[config.mk]
export PLATFORM = sky130hd
export DESIGN_NAME = serial_sub4_flat
export DESIGN_NICKNAME = d
export VERILOG_FILES = /design/src/rtl/serial_sub4_if.sv /design/src/rtl/serial_sub4.sv /design/src/flat_wrapper.sv
export SDC_FILE = /design/constraint.sdc
export NUM_CORES = 1
export LEC_CHECK = 0
export BUFFER_PORTS_ARGS = -buffer_cell sky130_fd_sc_hd__clkbuf_2
export CAP_MARGIN = 20
export CELL_PAD_IN_SITES_DETAIL_PLACEMENT = 0
export CELL_PAD_IN_SITES_GLOBAL_PLACEMENT = 1
export CORE_MARGIN = 3
export CORE_UTILIZATION = 38
export DETAILED_ROUTE_END_ITERATION = 8
export GPL_ROUTABILITY_DRIVEN = 1
export PLACE_DENSITY = 0.71
export SLEW_MARGIN = 20
export SYNTH_ARGS = -nofsm -noshare
export SYNTH_HDL_FRONTEND = slang
export SYNTH_SLANG_ARGS = --single-unit
[constraint.sdc]
create_clock -name clk -period 1.2 [get_ports clk]
set_input_delay 0.06 -clock clk [delete_from_list [all_inputs] [get_ports clk]]
set_output_delay 0.06 -clock clk [all_outputs]
set_load 0.005 [all_outputs]
[src/rtl/serial_sub4_if.sv]
// Handshake and operand bundle for serial_sub4.
// SERIAL_SUB_OVF_EN adds the signed-overflow result flag ovf.
interface serial_sub4_if #(
    parameter int unsigned WIDTH = 4
);
    logic             start;
    logic [WIDTH-1:0] a;
    logic [WIDTH-1:0] b;
    logic             bin;
    logic [WIDTH-1:0] d;
    logic             bout;
    logic             busy;
    logic             done;
`ifdef SERIAL_SUB_OVF_EN
    logic             ovf;

    modport master (output start, a, b, bin, input d, bout, busy, done, ovf);
    modport slave  (input start, a, b, bin, output d, bout, busy, done, ovf);
`else
    modport master (output start, a, b, bin, input d, bout, busy, done);
    modport slave  (input start, a, b, bin, output d, bout, busy, done);
`endif
endinterface

[src/rtl/serial_sub4.sv]
// Bit-serial subtractor d = a - b - bin, LSB first, start/done handshake.
// Define SERIAL_SUB_OVF_EN to add the registered signed-overflow output ovf.
module serial_sub4 #(
    parameter int unsigned WIDTH = 4
) (
    input logic          clk,
    input logic          rst_n,
    serial_sub4_if.slave bus
);
    localparam int unsigned CNT_W = $clog2(WIDTH);

    typedef enum logic [1:0] {IDLE, RUN, DONE} state_t;

    state_t           state_q, state_d;
    logic [WIDTH-1:0] sa_q, sa_d;
    logic [WIDTH-1:0] sb_q, sb_d;
    logic [WIDTH-1:0] res_q, res_d;
    logic [WIDTH-1:0] d_q, d_d;
    logic [CNT_W-1:0] cnt_q, cnt_d;
    logic             br_q, br_d;
    logic             bout_q, bout_d;
    logic             busy_q, busy_d;
    logic             done_q, done_d;
    logic             diff, br_next;
`ifdef SERIAL_SUB_OVF_EN
    logic             ovf_q, ovf_d;
`endif

    always_comb begin
        diff    = sa_q[0] ^ sb_q[0] ^ br_q;
        br_next = (~sa_q[0] & sb_q[0]) | (~(sa_q[0] ^ sb_q[0]) & br_q);
        state_d = state_q;
        sa_d    = sa_q;
        sb_d    = sb_q;
        res_d   = res_q;
        d_d     = d_q;
        cnt_d   = cnt_q;
        br_d    = br_q;
        bout_d  = bout_q;
        busy_d  = busy_q;
        done_d  = 1'b0;
`ifdef SERIAL_SUB_OVF_EN
        ovf_d   = ovf_q;
`endif
        case (state_q)
            IDLE: begin
                if (bus.start) begin
                    sa_d    = bus.a;
                    sb_d    = bus.b;
                    br_d    = bus.bin;
                    res_d   = '0;
                    cnt_d   = '0;
                    busy_d  = 1'b1;
                    state_d = RUN;
                end
            end
            RUN: begin
                sa_d  = sa_q >> 1;
                sb_d  = sb_q >> 1;
                res_d = {diff, res_q[WIDTH-1:1]};
                br_d  = br_next;
                cnt_d = cnt_q + CNT_W'(1);
                if (cnt_q == CNT_W'(WIDTH - 1)) begin
                    d_d     = {diff, res_q[WIDTH-1:1]};
                    bout_d  = br_next;
                    done_d  = 1'b1;
                    state_d = DONE;
`ifdef SERIAL_SUB_OVF_EN
                    // On the last bit sa_q[0]/sb_q[0] are the original operand sign bits.
                    ovf_d   = (sa_q[0] ^ sb_q[0]) & (diff ^ sa_q[0]);
`endif
                end
            end
            DONE: begin
                busy_d  = 1'b0;
                state_d = IDLE;
            end
            default: begin
                busy_d  = 1'b0;
                state_d = IDLE;
            end
        endcase
    end

    always_ff @(posedge clk or negedge rst_n) begin
        if (!rst_n) begin
            state_q <= IDLE;
            sa_q    <= '0;
            sb_q    <= '0;
            res_q   <= '0;
            d_q     <= '0;
            cnt_q   <= '0;
            br_q    <= 1'b0;
            bout_q  <= 1'b0;
            busy_q  <= 1'b0;
            done_q  <= 1'b0;
`ifdef SERIAL_SUB_OVF_EN
            ovf_q   <= 1'b0;
`endif
        end else begin
            state_q <= state_d;
            sa_q    <= sa_d;
            sb_q    <= sb_d;
            res_q   <= res_d;
            d_q     <= d_d;
            cnt_q   <= cnt_d;
            br_q    <= br_d;
            bout_q  <= bout_d;
            busy_q  <= busy_d;
            done_q  <= done_d;
`ifdef SERIAL_SUB_OVF_EN
            ovf_q   <= ovf_d;
`endif
        end
    end

    assign bus.d    = d_q;
    assign bus.bout = bout_q;
    assign bus.busy = busy_q;
    assign bus.done = done_q;
`ifdef SERIAL_SUB_OVF_EN
    assign bus.ovf  = ovf_q;
`endif
endmodule

[src/flat_wrapper.sv]
// flat-port wrapper written by rule: the top's interface ports become plain ports
module serial_sub4_flat 
#(
    parameter int unsigned WIDTH = 4
)
  (clk, rst_n, bus_start, bus_a, bus_b, bus_bin, bus_d, bus_bout, bus_busy, bus_done);
  serial_sub4_if #(.WIDTH(WIDTH)) bus_i ();
  input logic clk;
  input logic rst_n;
  input wire logic [$bits(bus_i.start)-1:0] bus_start;
  input wire logic [$bits(bus_i.a)-1:0] bus_a;
  input wire logic [$bits(bus_i.b)-1:0] bus_b;
  input wire logic [$bits(bus_i.bin)-1:0] bus_bin;
  output wire logic [$bits(bus_i.d)-1:0] bus_d;
  output wire logic [$bits(bus_i.bout)-1:0] bus_bout;
  output wire logic [$bits(bus_i.busy)-1:0] bus_busy;
  output wire logic [$bits(bus_i.done)-1:0] bus_done;
  assign bus_i.start = bus_start;
  assign bus_i.a = bus_a;
  assign bus_i.b = bus_b;
  assign bus_i.bin = bus_bin;
  assign bus_d = bus_i.d;
  assign bus_bout = bus_i.bout;
  assign bus_busy = bus_i.busy;
  assign bus_done = bus_i.done;
  serial_sub4 #(.WIDTH(WIDTH)) u_core (.clk(clk), .rst_n(rst_n), .bus(bus_i));
endmodule
=== Yosys cells after proc, flatten, opt, wreduce, memory -nomap -nowiden ===
Index checks and enable logic that the tools add are counted.

* Bits in registers: 24
* Bits of input ports: 12
* Output and inout bits: 7
* Word-level logic and storage cells: 46

* $add $sub $neg: 1
* Equal/unequal tests: 4
* Mux-type cells: 17
* Bitwise gates (word level): 8
* Reductions and logical operators: 6

{| class="wikitable"
|+ Operators with widths
! kind !! count
|-
| case mux 4 bit (2 select lines) || 3
|-
| 2-to-1 mux 4 bit || 3
|-
| case mux 2 bit (2 select lines) || 2
|-
| AND reduction 2 bit || 4
|-
| 2-to-1 mux 2 bit || 3
|-
| 2-to-1 mux 1 bit || 4
|-
| case mux 1 bit (2 select lines) || 2
|-
| inverter 1 bit || 3
|-
| adder 2 x 1 -> 2 bit (second input constant) || 1
|-
| bitwise AND 1 bit || 2
|-
| equality test 2 x 1 -> 1 bit (second input constant) || 1
|-
| equality test 2 bit (second input constant) || 1
|-
| logical NOT 2 bit || 1
|-
| != test 2 x 1 -> 1 bit (second input constant) || 1
|-
| != test 2 bit (second input constant) || 1
|-
| nonzero test 2 bit || 1
|-
| XOR 1 bit || 2
|-
| bitwise OR 1 bit || 1
|}

=== Depth between registers and ports, before layout ===
Gate-level depths: netlist (run 1).

* Depth after elaboration: 5
* Mapped depth: 4
* Depth with buffers taken out: 4

=== Worst setup path before layout (run 1) ===
OpenSTA, ideal clock, no wires.

* Path kind: reg2reg
* From: register u_core.br_q
* To: register u_core.d_q[3] (netlist: u_core.bus.d[3])
* Setup time: 0.125 ns
* Arrival time: 1.143 ns
* Data required time: 1.075 ns
* Slack: -0.068 ns
* Cell stages (with the launch flop): 4
* Buffers on the path: 0
* Period minus slack after synthesis: 1.268 ns
* Cells stage by stage: dfrtp_1 inv_1 fa_1 mux2_4

* Longest elaborated chain between the ends: 1

{| class="wikitable"
|+ RTL lines
! element !! RTL line !! text
|-
| from (decl) || serial_sub4.sv:20 || <nowiki>logic br_q, br_d;</nowiki>
|-
| from (signal assigned) || serial_sub4.sv:107 || <nowiki>br_q <= br_d;</nowiki>
|-
| XOR 1 bit || serial_sub4.sv:30 || <nowiki>diff = sa_q[0] ^ sb_q[0] ^ br_q;</nowiki>
|-
| named net u_core.diff || serial_sub4.sv:24 || <nowiki>logic diff, br_next;</nowiki>
|-
| to (signal assigned) || serial_sub4.sv:91 || <nowiki>d_q <= '0;</nowiki>
|-
| to (signal assigned) || serial_sub4.sv:105 || <nowiki>d_q <= d_d;</nowiki>
|-
| to (decl) || serial_sub4.sv:18 || <nowiki>logic [WIDTH-1:0] d_q, d_d;</nowiki>
|}

The timed path passes the listed nets, and every way through them passes these cells.
A chain may end at the register's enable or synchronous reset.

=== Final worst setup path (run 1) ===
Ends and elaborated chain as after synthesis.

==> summary.log, run 1 <==
INFO  drt            drc_errors=0
INFO  yosys          fraction_of_post_synthesis_cell_area_in_the_top_cell_type_by_area=55.89%
INFO  die            floorplan.io_pins=19
INFO  cells_and_area final_cell_count_no_fill=147
INFO  clock_tree     cts_buffers=3
INFO  yosys          synth.top_cells.by_count=23 x dfrtp_1, 12 x o22ai_1, 8 x a21oi_1, 5 x inv_1
INFO  critical_path  crit_path_end=u_core.bus.d[3]$_DFFE_PN0P_
INFO  timing         slew_headroom=61.75%
INFO  drt            post_drt_wl_per_cell=13.90um
INFO  drt            drt-initial-drc-count=9
INFO  critical_path  startpoint_type=register
INFO  critical_path  r2r_start=u_core.br_q$_DFFE_PN0P_
INFO  yosys          synth-main-ff-cell=dfrtp_1
INFO  clock_tree     clock_latency=310ps
INFO  timing         setup_violations=2
INFO  die            start_util=40.82%
INFO  flow_run       drv_cap=0
INFO  critical_path  worstPathArrival=1490ps
INFO  die            core-area=2522um2
INFO  critical_path  critical_path_required=1410ps
INFO  yosys          number_of_synthesized_register_bits=23
INFO  timing         clock_skew=7.495ps
INFO  global_route   grt-ovfl-total=0
INFO  cells_and_area fin_nets=132
INFO  power_and_ir_drop cellInternalPower=2150uW
INFO  critical_path  critical_setup_path_kind=reg2reg
INFO  yosys          yosysSeqAreaShare=55.89%
INFO  cells_and_area area.growth.synth_to_final=24.79%
INFO  global_route   antenna_violations_before_repair=0
INFO  yosys          syn_area_per_cell=12.41um2
INFO  cells_and_area post_route_cells_drive_above_1_share=44.44%
INFO  global_route   grt_first_pass_wirelength=3346um
INFO  global_route   number_of_global_route_vias_before_repair=713
INFO  critical_path  worst-path-max-fanout=2
INFO  timing         hold_ws=44.94ps
INFO  clock_tree     ctsLongestPathBuffers=2
INFO  yosys          netlist_area=1030um2
INFO  clock_tree     max_h_tree_level=1
INFO  critical_path  r2r_cells=3
INFO  critical_path  r2r-end=u_core.bus.d[3]$_DFFE_PN0P_
INFO  die            die_y=58.06um
INFO  timing         max_freq=778.2MHz
INFO  drt            routed-via-count=762
INFO  drt            drt.antenna.violating_nets=0
INFO  placement      place.gp.congestion=0.7394
INFO  yosys          synth.yosys.warnings=0
INFO  power_and_ir_drop max_ir_drop_vdd=0.001434V
INFO  power_and_ir_drop combPwrFrac=47.6%
INFO  power_and_ir_drop total_switching_power=1196uW
INFO  critical_path  startpoint=u_core.br_q$_DFFE_PN0P_
INFO  drt            finalWirelength=2043um
INFO  yosys          yosysTopAreaCell=dfrtp_1
INFO  die            die_w=58.06um
INFO  critical_path  ff_to_ff_setup_slack=-80ps
INFO  drt            vias_per_instance=5.184
INFO  yosys          number_of_enable_flip_flop_cells_after_synthesis=0
INFO  clock_tree     cts_num_sinks=23
INFO  status         violations=setup timing
INFO  global_route   globalRouteTotalUtil=12.97%
INFO  power_and_ir_drop switching_share=35.74%
INFO  yosys          synth-async-reset-ratio=100.0%
INFO  global_route   grt_max_degree=24
INFO  timing         min_period=1285ps
INFO  timing         period_share=107.1%
INFO  placement      dp.final_hpwl=1449um
INFO  yosys          synth_top_cells_by_area=dfrtp_1 56%, o22ai_1 7.3%, mux2_4 5.8%
INFO  power_and_ir_drop powerDensity=2604nW/um2
INFO  placement      dp.cells=138
INFO  yosys          mappedNetlistNets=97
INFO  timing         final-hold-violation-count=0
INFO  hold_path      hold_path.class=in2reg
INFO  power_and_ir_drop seqPwrFrac=41.9%
INFO  timing         post-route-worst-setup-slack=-84.98ps
INFO  drt            drtPass1Iterations=4
INFO  status         outcome=finished, violations left
INFO  power_and_ir_drop p_leak=0.0006384uW
INFO  cells_and_area fin_util=50.94%
INFO  clock_tree     cts_tree=done
INFO  timing         rsz0062_at_grt=true
INFO  timing         worst-slew-pin-transition=573.8ps
INFO  yosys          synthesis.instances=83
INFO  die            core.rowCount=18
INFO  clock_tree     worst_setup_hold_path_clk_slew=130ps
INFO  timing         timing.final.max_slew_violations=0
INFO  yosys          synth.most_common_cell=dfrtp_1
INFO  power_and_ir_drop power.share.clock=10.4%
INFO  cells_and_area antenna_fix_cells=0
INFO  yosys          synth.distinct_cells=24
INFO  placement      io_buffers=18
INFO  die            die_area=3370um2
INFO  clock_tree     clock_root_buffer=clkbuf_4
INFO  critical_path  critPathCaptureType=register
-- worst max-delay path, stage by stage (launching register included) --
cell	delay (ps)
dfrtp_1	420
inv_2	70
fa_2	430
mux2_4	270
-- cells by family (layout without fill, tap and decap cells) --
group | count (synthesis) | in the layout | synth area share, %
DFF | 23 | 23 | 55.89
adders and majority gates | 2 | 2 | 3.159
muxes | 4 | 4 | 5.833
and+or+nand+nor | 12 | 12 | 8.749
buffers and inverters | 9 | 43 | 4.738
AOI/OAI and AO/OA | 33 | 33 | 21.63
-- how the worst min path moves through the flow --
stage                     slack (ps)  startpoint  depth (start not counted)                          end
final                             40    bus_a[0]                          3   u_core.sa_q[0]$_DFFE_PN0P_
after global routing              20    bus_a[1]                          3   u_core.sa_q[1]$_DFFE_PN0P_
after CTS                         30    bus_a[0]                          3   u_core.sa_q[0]$_DFFE_PN0P_
after detailed placement          80       rst_n                          1  u_core.bus.d[0]$_DFFE_PN0P_
after global placement            90       rst_n                          1  u_core.bus.d[0]$_DFFE_PN0P_
after floorplan                 -240       rst_n                          0      u_core.br_q$_DFFE_PN0P_
-- final cells by class --
class                           count  area (um2)
Fill cell                         227        1237
Timing Repair Buffer               33       210.2
Inverter                            6       22.52
Clock inverter                      1       5.005
Multi-Input combinational cell     51       410.4
Clock buffer                        3       22.52
Tap cell                           30       37.54
Sequential cell                    23       576.8
-- metrics by stage --
step	power, uW	area [um2]	TNS, ps	setup slack [ps]
2_1_floorplan	2402	1030	-64.48	-64.48
3_3_place_gp	2892	1206	-57.80	-57.80
3_5_place_dp	2943	1206	-132.8	-92.10
4_1_cts	3339	1274	-131.7	-91.59
5_1_grt	3629	1285	-206.1	-112.6
6_report	3345	1285	-117.4	-84.98
-- power by group through the flow --
stage               sequential (uW)  clock (uW)  combinational (uW)
floorplan                      1330           0                1070
global placement               1390           0                1500
detailed placement             1410           0                1530
CTS                            1390         375                1570
global route                   1450         415                1770
finish                         1400         349                1590
-- registers in the layout, indices dropped and copies added, names as in the netlist --
| signal | cells |
|---|---|
| u_core.br_q | 1 |
| u_core.sa_q | 4 |
| u_core.res_q | 3 |
| u_core.state_q | 2 |
| u_core.sb_q | 4 |
| u_core.bus.busy | 1 |
| u_core.bus.d | 4 |
| u_core.bus.bout | 1 |
| u_core.bus.done | 1 |
| u_core.cnt_q | 2 |
-- what timing repair did --
action,CTS,global route
cloned,0,0
hold endpoints to repair,25,0
pin swaps,1,2
buffers inserted,1,1
hold buffers,3,0
setup endpoints to repair,6,12
gates resized for setup,1,3
-- cells in the final DEF, fill, tap and decap left out --
cell type      netlist  routed
o21ai_0              3       3
mux2_4               4       4
nor2_4               1       1
or2_2                1       1
nor2_1               2       2
o21ai_1              3       3
inv_2                1       3
inv_1                5       3
buf_4                2      12
a221oi_2             1       1
o21bai_2             1       1
nand2b_4             1       1
o22ai_1             12      12
fa_2                 0       1
ha_2                 0       1
a22o_1               4       4
and2b_1              1       1
dfrtp_1             23      22
a21oi_1              8       8
nand2_1              4       4
o32ai_2              1       1
clkbuf_4             0       3
dlygate4sd3_1        0       3
clkbuf_2             0      18
dfrtp_2              0       1
nand2b_2             1       1
clkinv_2             0       1
nand3b_4             1       1
-- routing by layer --
metal	part of all wire [%]	GRT usage, %	up-vias
met5	0	0	-
met4	0.73	1.987	0
met1	46	17.32	364
li1	-	-	378
met3	4.4	4.232	2
met2	49	20.97	18
No activity file was read; power rests on OpenSTA's default activity.
==> run 2: changes to the inputs <==
--- a/config.mk
+++ b/config.mk
@@ -14,4 +14,5 @@
 export DETAILED_ROUTE_END_ITERATION = 8
 export GPL_ROUTABILITY_DRIVEN = 1
+export MAX_ROUTING_LAYER = met4
 export PLACE_DENSITY = 0.71
 export SLEW_MARGIN = 20
==> constraint.sdc (replaced) <==
create_clock -name clk -period 1.2 [get_ports clk]
set_input_delay 0.06 -clock clk [delete_from_list [all_inputs] [get_ports clk]]
set_output_delay 0.06 -clock clk [all_outputs]
set_load 0.01 [all_outputs]
==> run 2 against run 1 <==
Effect of this change: the flow still finishes with violations (setup timing); clock power barely moved; highest routed layer unchanged; global-route usage rose by 0.39 points; via count rose by 0.26%; largest cell class unchanged; utilization did not move; fmax barely moved; non-clock buffer count did not move; first-iteration DRC count rose by 11%; combinational power rose by 3%; wire length rose by 0.54%; total power rose by 1.3%; sequential cell count did not move; setup slack barely moved.
==> summary.log, run 2 (synthesis gave the netlist of run 1 again) <==
INFO  clock_tree     cts_num_sinks=23
INFO  die            start_util=40.82%
INFO  die            die_y=58.06um
INFO  die            floorplan.io_pins=19
INFO  placement      dp.final_hpwl=1449um
INFO  drt            finalWirelength=2054um
INFO  critical_path  worst-path-max-fanout=2
INFO  critical_path  critical_setup_path_kind=reg2reg
INFO  critical_path  slowest_stage=fa_2
INFO  timing         final-hold-violation-count=0
INFO  cells_and_area fin_area=1285um2
INFO  global_route   globalRouteTotalUtil=13.36%
INFO  global_route   grt_util_met2=20.97%
INFO  die            die_w=58.06um
INFO  hold_path      hp-start=bus_a[1]
INFO  timing         clock_skew=6.431ps
INFO  cells_and_area commonest_non_fill_non_tap_cell_in_the_layout=dfrtp_1
INFO  drt            drt.antenna.violating_nets=0
INFO  timing         slew_headroom=61.75%
INFO  global_route   global_route.usage.met3=4.232%
INFO  global_route   grt-ovfl-total=0
INFO  status         violations=setup timing
INFO  die            die_area=3370um2
INFO  global_route   groute.layer.met1.usage=17.32%
INFO  critical_path  ff_to_ff_setup_slack=-90ps
INFO  timing         setup_violations=2
INFO  placement      dp.cells=138
INFO  cells_and_area area.growth.synth_to_final=24.79%
INFO  critical_path  cpPeakStageDelay=430ps
INFO  global_route   busiest_layer=met2
INFO  timing         rsz0062_at_grt=true
INFO  clock_tree     cts_buffers=3
INFO  critical_path  r2r_start=u_core.br_q$_DFFE_PN0P_
INFO  drt            vias_per_instance=5.197
INFO  clock_tree     cts_tree=done
INFO  critical_path  cp_top_family=adder cells
INFO  critical_path  r2r_cells=3
INFO  cells_and_area fin_nets=132
INFO  hold_path      hold_path.class=in2reg
INFO  timing         post-route-worst-setup-slack=-85.18ps
INFO  die            core-area=2522um2
INFO  placement      io_buffers=18
INFO  hold_path      min_delay_worst_endpoint=u_core.sa_q[1]$_DFFE_PN0P_
INFO  clock_tree     max_h_tree_level=1
INFO  critical_path  worstPathArrival=1490ps
INFO  drt            routed-via-count=764
INFO  clock_tree     ctsLongestPathBuffers=2
INFO  clock_tree     clock_root_buffer=clkbuf_4
INFO  cells_and_area final_cell_count_no_fill=147
INFO  power_and_ir_drop powerDensity=2637nW/um2
INFO  timing         timing.final.max_slew_violations=0
INFO  status         outcome=finished, violations left
INFO  drt            drtPass1Iterations=4
INFO  timing         totalNegativeSetupSlack=-116.5ps
INFO  drt            drc_errors=0
INFO  global_route   number_of_global_route_vias_before_repair=713
INFO  timing         worst-slew-pin-transition=573.8ps
INFO  power_and_ir_drop p_leak=0.0006384uW
INFO  placement      dpl-instance-area=1206um2
INFO  cells_and_area antenna_fix_cells=0
INFO  timing         max_freq=778.1MHz
INFO  power_and_ir_drop max_ir_drop_vdd=0.001444V
INFO  critical_path  r2r-end=u_core.bus.d[3]$_DFFE_PN0P_
INFO  timing         period_share=107.1%
INFO  cells_and_area post_route_cells_drive_above_1_share=44.44%
INFO  critical_path  crit_chain=inv_2, fa_2, mux2_4
INFO  global_route   grt_first_pass_wirelength=3346um
INFO  critical_path  critPathCaptureType=register
INFO  critical_path  critical_path_buf_inv_count=1
INFO  global_route   antenna_violations_before_repair=0
INFO  clock_tree     clock_latency=300ps
INFO  die            core.rowCount=18
INFO  critical_path  critical_path_required=1410ps
INFO  drt            post_drt_wl_per_cell=13.97um
INFO  hold_path      instance_count_along_the_most_critical_hold_path=3
INFO  cells_and_area fin_util=50.94%
INFO  clock_tree     worst_setup_hold_path_clk_slew=130ps
INFO  critical_path  startpoint_type=register
INFO  cells_and_area fillers=227
INFO  drt            drt-initial-drc-count=10
INFO  flow_run       drv_cap=0
INFO  placement      place.gp.congestion=0.7486
INFO  cells_and_area layout.cells.most_common_list=22 x dfrtp_1, 18 x clkbuf_2, 12 x o22ai_1, 12 x buf_4, 8 x a21oi_1
INFO  global_route   grt_max_degree=24
INFO  timing         min_period=1285ps
-- run 2: cell counts in the layout (fill, tap and decap cells not counted) --
Identical to the previous run, type by type.
-- run 2: routing by layer --
layer | routed length [um] | vias up | share of wire, %
li1 | - | 380 | -
met1 | 933 | 364 | 45
met2 | 1016 | 18 | 49
met3 | 89 | 2 | 4.3
met4 | 15 | 0 | 0.73
met5 | 0 | - | 0
-- run 2: tightest hold or removal path, stage by stage --
cell      delay [ps]
clkbuf_2          80
o22ai_1          100
a21oi_1           80
-- run 2: timing repair --
item                                    CTS  global route
pin swaps                                 1             2
endpoints found under the setup margin    6            12
resized for setup                         1             3
hold endpoints to repair                 25             0
hold buffers                              3             0
gates cloned                              0             0
buffers inserted                          1             1
-- run 2: power by group --
group	internal (uW)	switching (uW)	total, uW
clock	124	225	349
sequential	1130	270	1400
combinational	895	743	1640
-- run 2: area by class of cell --
class,count,area (um2),share of cell area (%)
clock buffers,3,22.52,1.753
clock inverters,1,5.005,0.3895
inverters,6,22.52,1.753
multi-input cells,51,410.4,31.94
flip-flops and latches,23,576.8,44.89
well taps,30,37.54,2.921
repair buffers,33,210.2,16.36
-- run 2: worst max path at each step --
| stage | start | end | slack, ps | cells after the start |
|---|---|---|---|---|
| after floorplan | u_core.sb_q[0]$_DFFE_PN0P_ | u_core.bus.d[3]$_DFFE_PN0P_ | -60 | 3 |
| after global placement | u_core.sb_q[0]$_DFFE_PN0P_ | u_core.bus.d[3]$_DFFE_PN0P_ | -60 | 3 |
| after detailed placement | u_core.sb_q[0]$_DFFE_PN0P_ | u_core.bus.d[3]$_DFFE_PN0P_ | -90 | 3 |
| after CTS | u_core.br_q$_DFFE_PN0P_ | u_core.bus.d[3]$_DFFE_PN0P_ | -90 | 3 |
| after global routing | u_core.br_q$_DFFE_PN0P_ | u_core.bus.d[3]$_DFFE_PN0P_ | -110 | 3 |
| final | u_core.br_q$_DFFE_PN0P_ | u_core.bus.d[3]$_DFFE_PN0P_ | -90 | 3 |
-- run 2: stage by stage --
step,hold slack [ps],worst slack (ps),power (uW)
3_3_place_gp,85.19,-57.80,2933
5_1_grt,20.76,-112.6,3670
2_1_floorplan,-235.6,-64.48,2442
4_1_cts,25.89,-91.59,3380
6_report,46.07,-85.18,3389
3_5_place_dp,80.01,-92.10,2984
